$ cat config.mk
export PLATFORM = sky130hd
export DESIGN_NAME = ps2_mouse_cmd_tx
export DESIGN_NICKNAME = d
export VERILOG_FILES = /design/src/rtl/ps2_mouse_cmd_tx_pkg.sv /design/src/rtl/ps2_line_filter.sv /design/src/rtl/ps2_mouse_cmd_tx.sv
export SDC_FILE = /design/constraint.sdc
export NUM_CORES = 1
export LEC_CHECK = 0
export ABC_AREA = 1
export BUFFER_PORTS_ARGS = -buffer_cell sky130_fd_sc_hd__buf_2
export CAP_MARGIN = 0
export CORE_MARGIN = 4
export CORE_UTILIZATION = 61
export DETAILED_ROUTE_END_ITERATION = 8
export GPL_TIMING_DRIVEN = 1
export PLACE_DENSITY = 0.8
export SYNTH_ARGS = -nofsm -noshare
export SYNTH_HDL_FRONTEND = slang
export SYNTH_SLANG_ARGS = --single-unit
$ cat constraint.sdc
create_clock -name clk -period 1.7 [get_ports clk]
set_clock_uncertainty 0.05 [all_clocks]
set_input_delay 0 -clock clk [delete_from_list [all_inputs] [get_ports clk]]
set_output_delay 0 -clock clk [all_outputs]
set_load 0.005 [all_outputs]
$ cat src/rtl/ps2_mouse_cmd_tx_pkg.sv
// Shared definitions for the PS/2 mouse host-to-device path: FSM states,
// frame geometry, well-known command bytes and the frame builder.
package ps2_mouse_cmd_tx_pkg;

  typedef enum logic [2:0] {
    ST_IDLE      = 3'd0,
    ST_INHIBIT   = 3'd1,
    ST_REQ       = 3'd2,
    ST_SEND      = 3'd3,
    ST_ACK       = 3'd4,
    ST_WAIT_IDLE = 3'd5
  } state_t;

  localparam int FRAME_LEN = 11;

  localparam logic [7:0] PS2_CMD_RESET   = 8'hFF;
  localparam logic [7:0] PS2_CMD_ENABLE  = 8'hF4;
  localparam logic [7:0] PS2_CMD_SETRATE = 8'hF3;
  localparam logic [7:0] PS2_ACK         = 8'hFA;

  // Bits shifted out after the start bit, LSB first: d0..d7, odd parity, stop.
  function automatic logic [9:0] ps2_frame(input logic [7:0] d);
    return {1'b1, ~^d, d};
  endfunction

endpackage

$ cat src/rtl/ps2_line_filter.sv
// Two-flop synchronizer plus level filter for a PS/2 line: a new level is
// accepted only after FILTER_LEN consecutive equal samples; emits a falling strobe.
module ps2_line_filter #(
  parameter int FILTER_LEN = 4
) (
  input  logic clk,
  input  logic rst,
  input  logic line_i,
  output logic line_f,
  output logic fall
);

  localparam int CW = (FILTER_LEN > 1) ? $clog2(FILTER_LEN) : 1;

  logic          r_s1;
  logic          r_s2;
  logic          r_filt;
  logic          r_fall;
  logic [CW-1:0] r_cnt;

  always_ff @(posedge clk) begin
    if (rst) begin
      r_s1   <= 1'b1;
      r_s2   <= 1'b1;
      r_filt <= 1'b1;
      r_fall <= 1'b0;
      r_cnt  <= '0;
    end else begin
      r_s1   <= line_i;
      r_s2   <= r_s1;
      r_fall <= 1'b0;
      if (r_s2 != r_filt) begin
        // r_cnt holds how many differing samples preceded this one
        if (r_cnt == CW'(FILTER_LEN - 1)) begin
          r_filt <= r_s2;
          r_fall <= r_filt & ~r_s2;
          r_cnt  <= '0;
        end else begin
          r_cnt <= r_cnt + 1'b1;
        end
      end else begin
        r_cnt <= '0;
      end
    end
  end

  assign line_f = r_filt;
  assign fall   = r_fall;

endmodule

$ cat src/rtl/ps2_mouse_cmd_tx.sv
// Host-to-device PS/2 command transmitter: inhibit, request-to-send, shift out
// one byte on device clock falling edges, then check the device ACK bit.
module ps2_mouse_cmd_tx
  import ps2_mouse_cmd_tx_pkg::*;
#(
  parameter int CLK_FREQ_HZ = 100_000_000,
  parameter int INHIBIT_US  = 100,
  parameter int TIMEOUT_US  = 15000,
  parameter int FILTER_LEN  = 4
) (
  input  logic       clk,
  input  logic       rst,
  input  logic [7:0] tx_data,
  input  logic       tx_valid,
  output logic       tx_ready,
  output logic       tx_done,
  output logic       tx_err,
  output logic       busy,
  input  logic       ps2_clk_i,
  input  logic       ps2_data_i,
  output logic       ps2_clk_oe,
  output logic       ps2_data_oe,
  output state_t     dbg_state
);

  localparam int INH_CYC = CLK_FREQ_HZ / 1_000_000 * INHIBIT_US;
  localparam int TO_CYC  = CLK_FREQ_HZ / 1_000_000 * TIMEOUT_US;
  localparam int INH_W   = $clog2(INH_CYC + 1);
  localparam int TO_W    = $clog2(TO_CYC + 1);

  logic             w_clk_f;
  logic             w_clk_fall;
  logic             r_d_s1;
  logic             r_d_s2;
  state_t           r_state;
  logic [9:0]       r_sh;
  logic [3:0]       r_edge;
  logic [INH_W-1:0] r_inh;
  logic [TO_W-1:0]  r_to;
  logic             r_clk_oe;
  logic             r_data_oe;
  logic             r_done;
  logic             r_err;

  ps2_line_filter #(.FILTER_LEN(FILTER_LEN)) u_clk_filter (
    .clk    (clk),
    .rst    (rst),
    .line_i (ps2_clk_i),
    .line_f (w_clk_f),
    .fall   (w_clk_fall)
  );

  always_ff @(posedge clk) begin
    if (rst) begin
      r_d_s1 <= 1'b1;
      r_d_s2 <= 1'b1;
    end else begin
      r_d_s1 <= ps2_data_i;
      r_d_s2 <= r_d_s1;
    end
  end

  always_ff @(posedge clk) begin
    if (rst) begin
      r_state   <= ST_IDLE;
      r_sh      <= '0;
      r_edge    <= '0;
      r_inh     <= '0;
      r_to      <= '0;
      r_clk_oe  <= 1'b0;
      r_data_oe <= 1'b0;
      r_done    <= 1'b0;
      r_err     <= 1'b0;
    end else begin
      r_done <= 1'b0;
      r_err  <= 1'b0;
      case (r_state)
        ST_IDLE: begin
          if (tx_valid) begin
            r_sh      <= ps2_frame(tx_data);
            r_inh     <= '0;
            r_clk_oe  <= 1'b1;
            r_data_oe <= 1'b0;
            r_state   <= ST_INHIBIT;
          end
        end
        ST_INHIBIT: begin
          r_inh <= r_inh + 1'b1;
          // data goes low one cycle before clk is released (request-to-send)
          if (r_inh == INH_W'(INH_CYC - 2)) r_data_oe <= 1'b1;
          if (r_inh == INH_W'(INH_CYC - 1)) begin
            r_clk_oe <= 1'b0;
            r_to     <= '0;
            r_edge   <= '0;
            r_state  <= ST_REQ;
          end
        end
        ST_REQ, ST_SEND, ST_ACK: begin
          r_to <= r_to + 1'b1;
          if (r_to == TO_W'(TO_CYC - 1)) begin
            r_err     <= 1'b1;
            r_clk_oe  <= 1'b0;
            r_data_oe <= 1'b0;
            r_state   <= ST_IDLE;
          end else if (w_clk_fall) begin
            if (r_state == ST_ACK) begin
              if (r_d_s2) begin
                r_err   <= 1'b1;
                r_state <= ST_IDLE;
              end else begin
                r_state <= ST_WAIT_IDLE;
              end
            end else begin
              // edges 1..10 present d0..d7, parity, stop; the stop bit releases data
              r_data_oe <= ~r_sh[0];
              r_sh      <= {1'b0, r_sh[9:1]};
              r_edge    <= r_edge + 1'b1;
              r_state   <= (r_edge == 4'(FRAME_LEN - 2)) ? ST_ACK : ST_SEND;
            end
          end
        end
        ST_WAIT_IDLE: begin
          if (w_clk_f && r_d_s2) begin
            r_done  <= 1'b1;
            r_state <= ST_IDLE;
          end
        end
        default: r_state <= ST_IDLE;
      endcase
    end
  end

  // Handshake: a byte is taken on any cycle with tx_valid && tx_ready;
  // tx_ready is high exactly in IDLE and tx_valid is ignored otherwise.
  assign tx_ready    = (r_state == ST_IDLE);
  assign busy        = (r_state != ST_IDLE);
  assign tx_done     = r_done;
  assign tx_err      = r_err;
  assign ps2_clk_oe  = r_clk_oe;
  assign ps2_data_oe = r_data_oe;
  assign dbg_state   = r_state;

endmodule
==> metrics.txt <==
status complete, but fails checks; failing checks setup timing; fin crit share 100%; CTS root buffer clkbuf_8; Critical Path Source dbg_state[2]$_SDFFE_PP0P_; leading area contributor after synthesis dfxtp_1; ant diodes 0; WL final 10,500 um; DP Wirelength 6540 um; DRC Markers 0; Max Fanout on Critical Path 5; Post-synth EDFFs 0; Synth cell types 46; critical path arrival approximately 1.9 ns; DP Area 4060 um^2; Cells after Synth 560; Post-synth ARST share 0%; Period minus WS final 1.71 ns; CORE AREA 5920 um^2; via count 4,074; first drt pass iteration count 5; Clk Latency, worst-skew pair approximately 0.35 ns; Final ANT Viol Nets 0; final core occ 77.9%; nets 641; CTS tree built; Synth top area share 34.5%; Critical-path top delay cell dfxtp_2; # IOs 22; Synthesis Warnings 0; register area share after synthesis between 30 and 40%; die footprint between 7000 and 8000 um^2; Final Worst Setup Slack -0.00665 ns; CP Capture Type flop; Slew HR 77.4%; mean routed wirelength per cell between 10 and 15 um; max-slew violations 0; initial antenna violation count 0; Row Count 28; synthesized area about 3700 um^2; TritonCTS Sinks 64; max_cap viols 0; I/O Buffers 21; total CTS buffers 9; Setup violations, final 1; Worst-Margin Slew around 0.34 ns; Total GRT Usage 27.3%; Area contributors post-synth dfxtp_1 34%, nand2_1 14%, nor2_1 7.3%; Fin. Hold Viols 0; buffers and inverters on the worst path 3; Area Growth Syn to Fin 24.1%; post-synthesis net count 580; max incr delay on CP 0.40 ns; GP Congestion 0.953; Leak 1.93 nW; H-tree depth 3; CTS Buffer Depth 2; first-pass GRT wire length between 15,000 and 20,000 um; drt via density 5.81; Chip Height 86.1 um; grt ovf 0; CP Launch Type flop; largest net degree at the start of global routing 19; fin area 4610 um^2; Fmax 0.586 GHz; Yosys reg bits 64; fillers 401; synthesized area per cell 6.64 um^2; Power Density between 1000 and 1500 nW/um^2; share of cells above drive strength 1 a little under a quarter; crit path cell chain inv_2 -> nand2_2 -> inv_1 -> o21ai_1 -> inv_2 -> nand4_4 -> nand2_1 -> nand2_1 -> nor2_1; Critical Path RT 1.90 ns; min-delay src tx_valid; Hold Crit Class in -> reg; DR iter-0 viols 368; WS Path Type reg -> reg; Min Hold Slack approximately 0.0096 ns; Initial Utilization approximately 63%; family with the most delay on the worst path simple AND/OR/NAND/NOR gates; vias in the first global route around 3,600; Chip Width 86.1 um; Main synth FF type dfxtp_1; Peak VDD IR 1.06 mV; worst reg2reg startpoint dbg_state[2]$_SDFFE_PP0P_; clk slew on worst S/H paths 0.08 ns
-- metal layers --
metal / global-route usage [%] / share of wire [%]
met3: 3.55 / 6.6
met5: 0 / 0
met2: 46.3 / 48
met4: 9.93 / 2.6
met1: 35.3 / 43
-- cell type report --
class                   count  area [um^2]  share of cell area (%)
clock buffers               9          124                    2.68
clock inverters             7          120                    2.60
inverters                  71          274                    5.94
multi-input cells         414         2290                    49.6
flip-flops and latches     64         1290                    28.0
well taps                  75         93.8                    2.03
repair buffers             61          422                    9.14
-- worst min-delay path, stage by stage --
cell and delay (ns):
buf_2 0.10, o2111ai_1 0.14, nand2_1 0.10, nor2_2 0.04
-- state kept, by name (all words and copies together), names as in the netlist, 2 cells and up --
register,cells
r_to,21
r_inh,14
r_sh,10
r_edge,4
dbg_state,3
u_clk_filter.r_cnt,2
-- placed cells by master (no fill, tap or decap), types with 3 or more instances in the layout --
cell	count
clkbuf_8	9
nand4_1	11
nand3_2	4
dfxtp_2	6
a21oi_1	35
xor2_1	3
or2_2	7
inv_4	3
ha_1	5
nor2_2	7
dfxtp_1	57
nand4_4	4
a31oi_1	3
o21ai_1	6
buf_4	34
nor2_4	8
o21ai_0	32
nand3_4	3
dlygate4sd3_1	5
nand2_1	139
nor3_1	7
nand2_2	9
o21bai_1	3
nand3_1	30
inv_2	4
nand2_4	4
nor2_1	64
inv_1	64
nand3b_1	3
buf_2	21
bufinv_16	3
-- cell usage after synthesis, drive strengths merged (6+ instances only) --
cell type    n
a21oi       37
buf          8
nand3       37
or2          9
nor3        10
dfxtp       64
ha           7
clkbuf       6
nand2      154
nand4       13
nor2        79
o21ai       38
inv         71
-- metrics by stage --
step	std cells	TNS [ns]	worst slack [ns]	total power, W
floorplan	560	0	0.130	0.00378
global placement	673	0	0.0432	0.00424
detailed placement	673	-0.931	-0.107	0.00434
CTS	697	0	0.00154	0.00618
global route	701	-0.771	-0.121	0.00689
finish	701	-0.00665	-0.00665	0.00651
-- report_power, final --
| group | internal (W) | total [W] | switching [W] |
|---|---|---|---|
| registers | 0.00169 | 0.00184 | 0.000143 |
| logic | 0.00105 | 0.00303 | 0.00198 |
| clock network | 0.000976 | 0.00164 | 0.000668 |
| total | 0.00372 | 0.00651 | 0.00279 |
-- kinds of logic after synthesis --
kind of cell	synth area share (%)
and+or+nand+nor	38.2
AOI/OAI and AO/OA	14.0
buffers and inverters	9.79
DFF	34.5
adders and majority gates	2.36
xor gates and xnor gates	1.18
-- path summary, 6_finish.rpt --
kind              slack [ns]              endpoint  cells past startpoint
setup / recovery      -0.007  r_sh[1]$_SDFFE_PP0P_                      9
hold / removal          0.01  r_sh[9]$_SDFFE_PP0P_                      4
setup reg to reg      -0.007  r_sh[1]$_SDFFE_PP0P_                      9
hold reg to reg         0.37     r_d_s2$_SDFF_PP1_                      1
-- timing repair --
| action | CTS | global route |
|---|---|---|
| pin swaps | 3 | 12 |
| buffers inserted | 1 | 3 |
| setup endpoints to repair | 12 | 40 |
| endpoints found under the hold margin | 13 | 0 |
| hold buffers | 5 | 0 |
| cloned | 2 | 1 |
| resized for setup | 10 | 41 |
No activity file was read; power rests on OpenSTA's default activity.
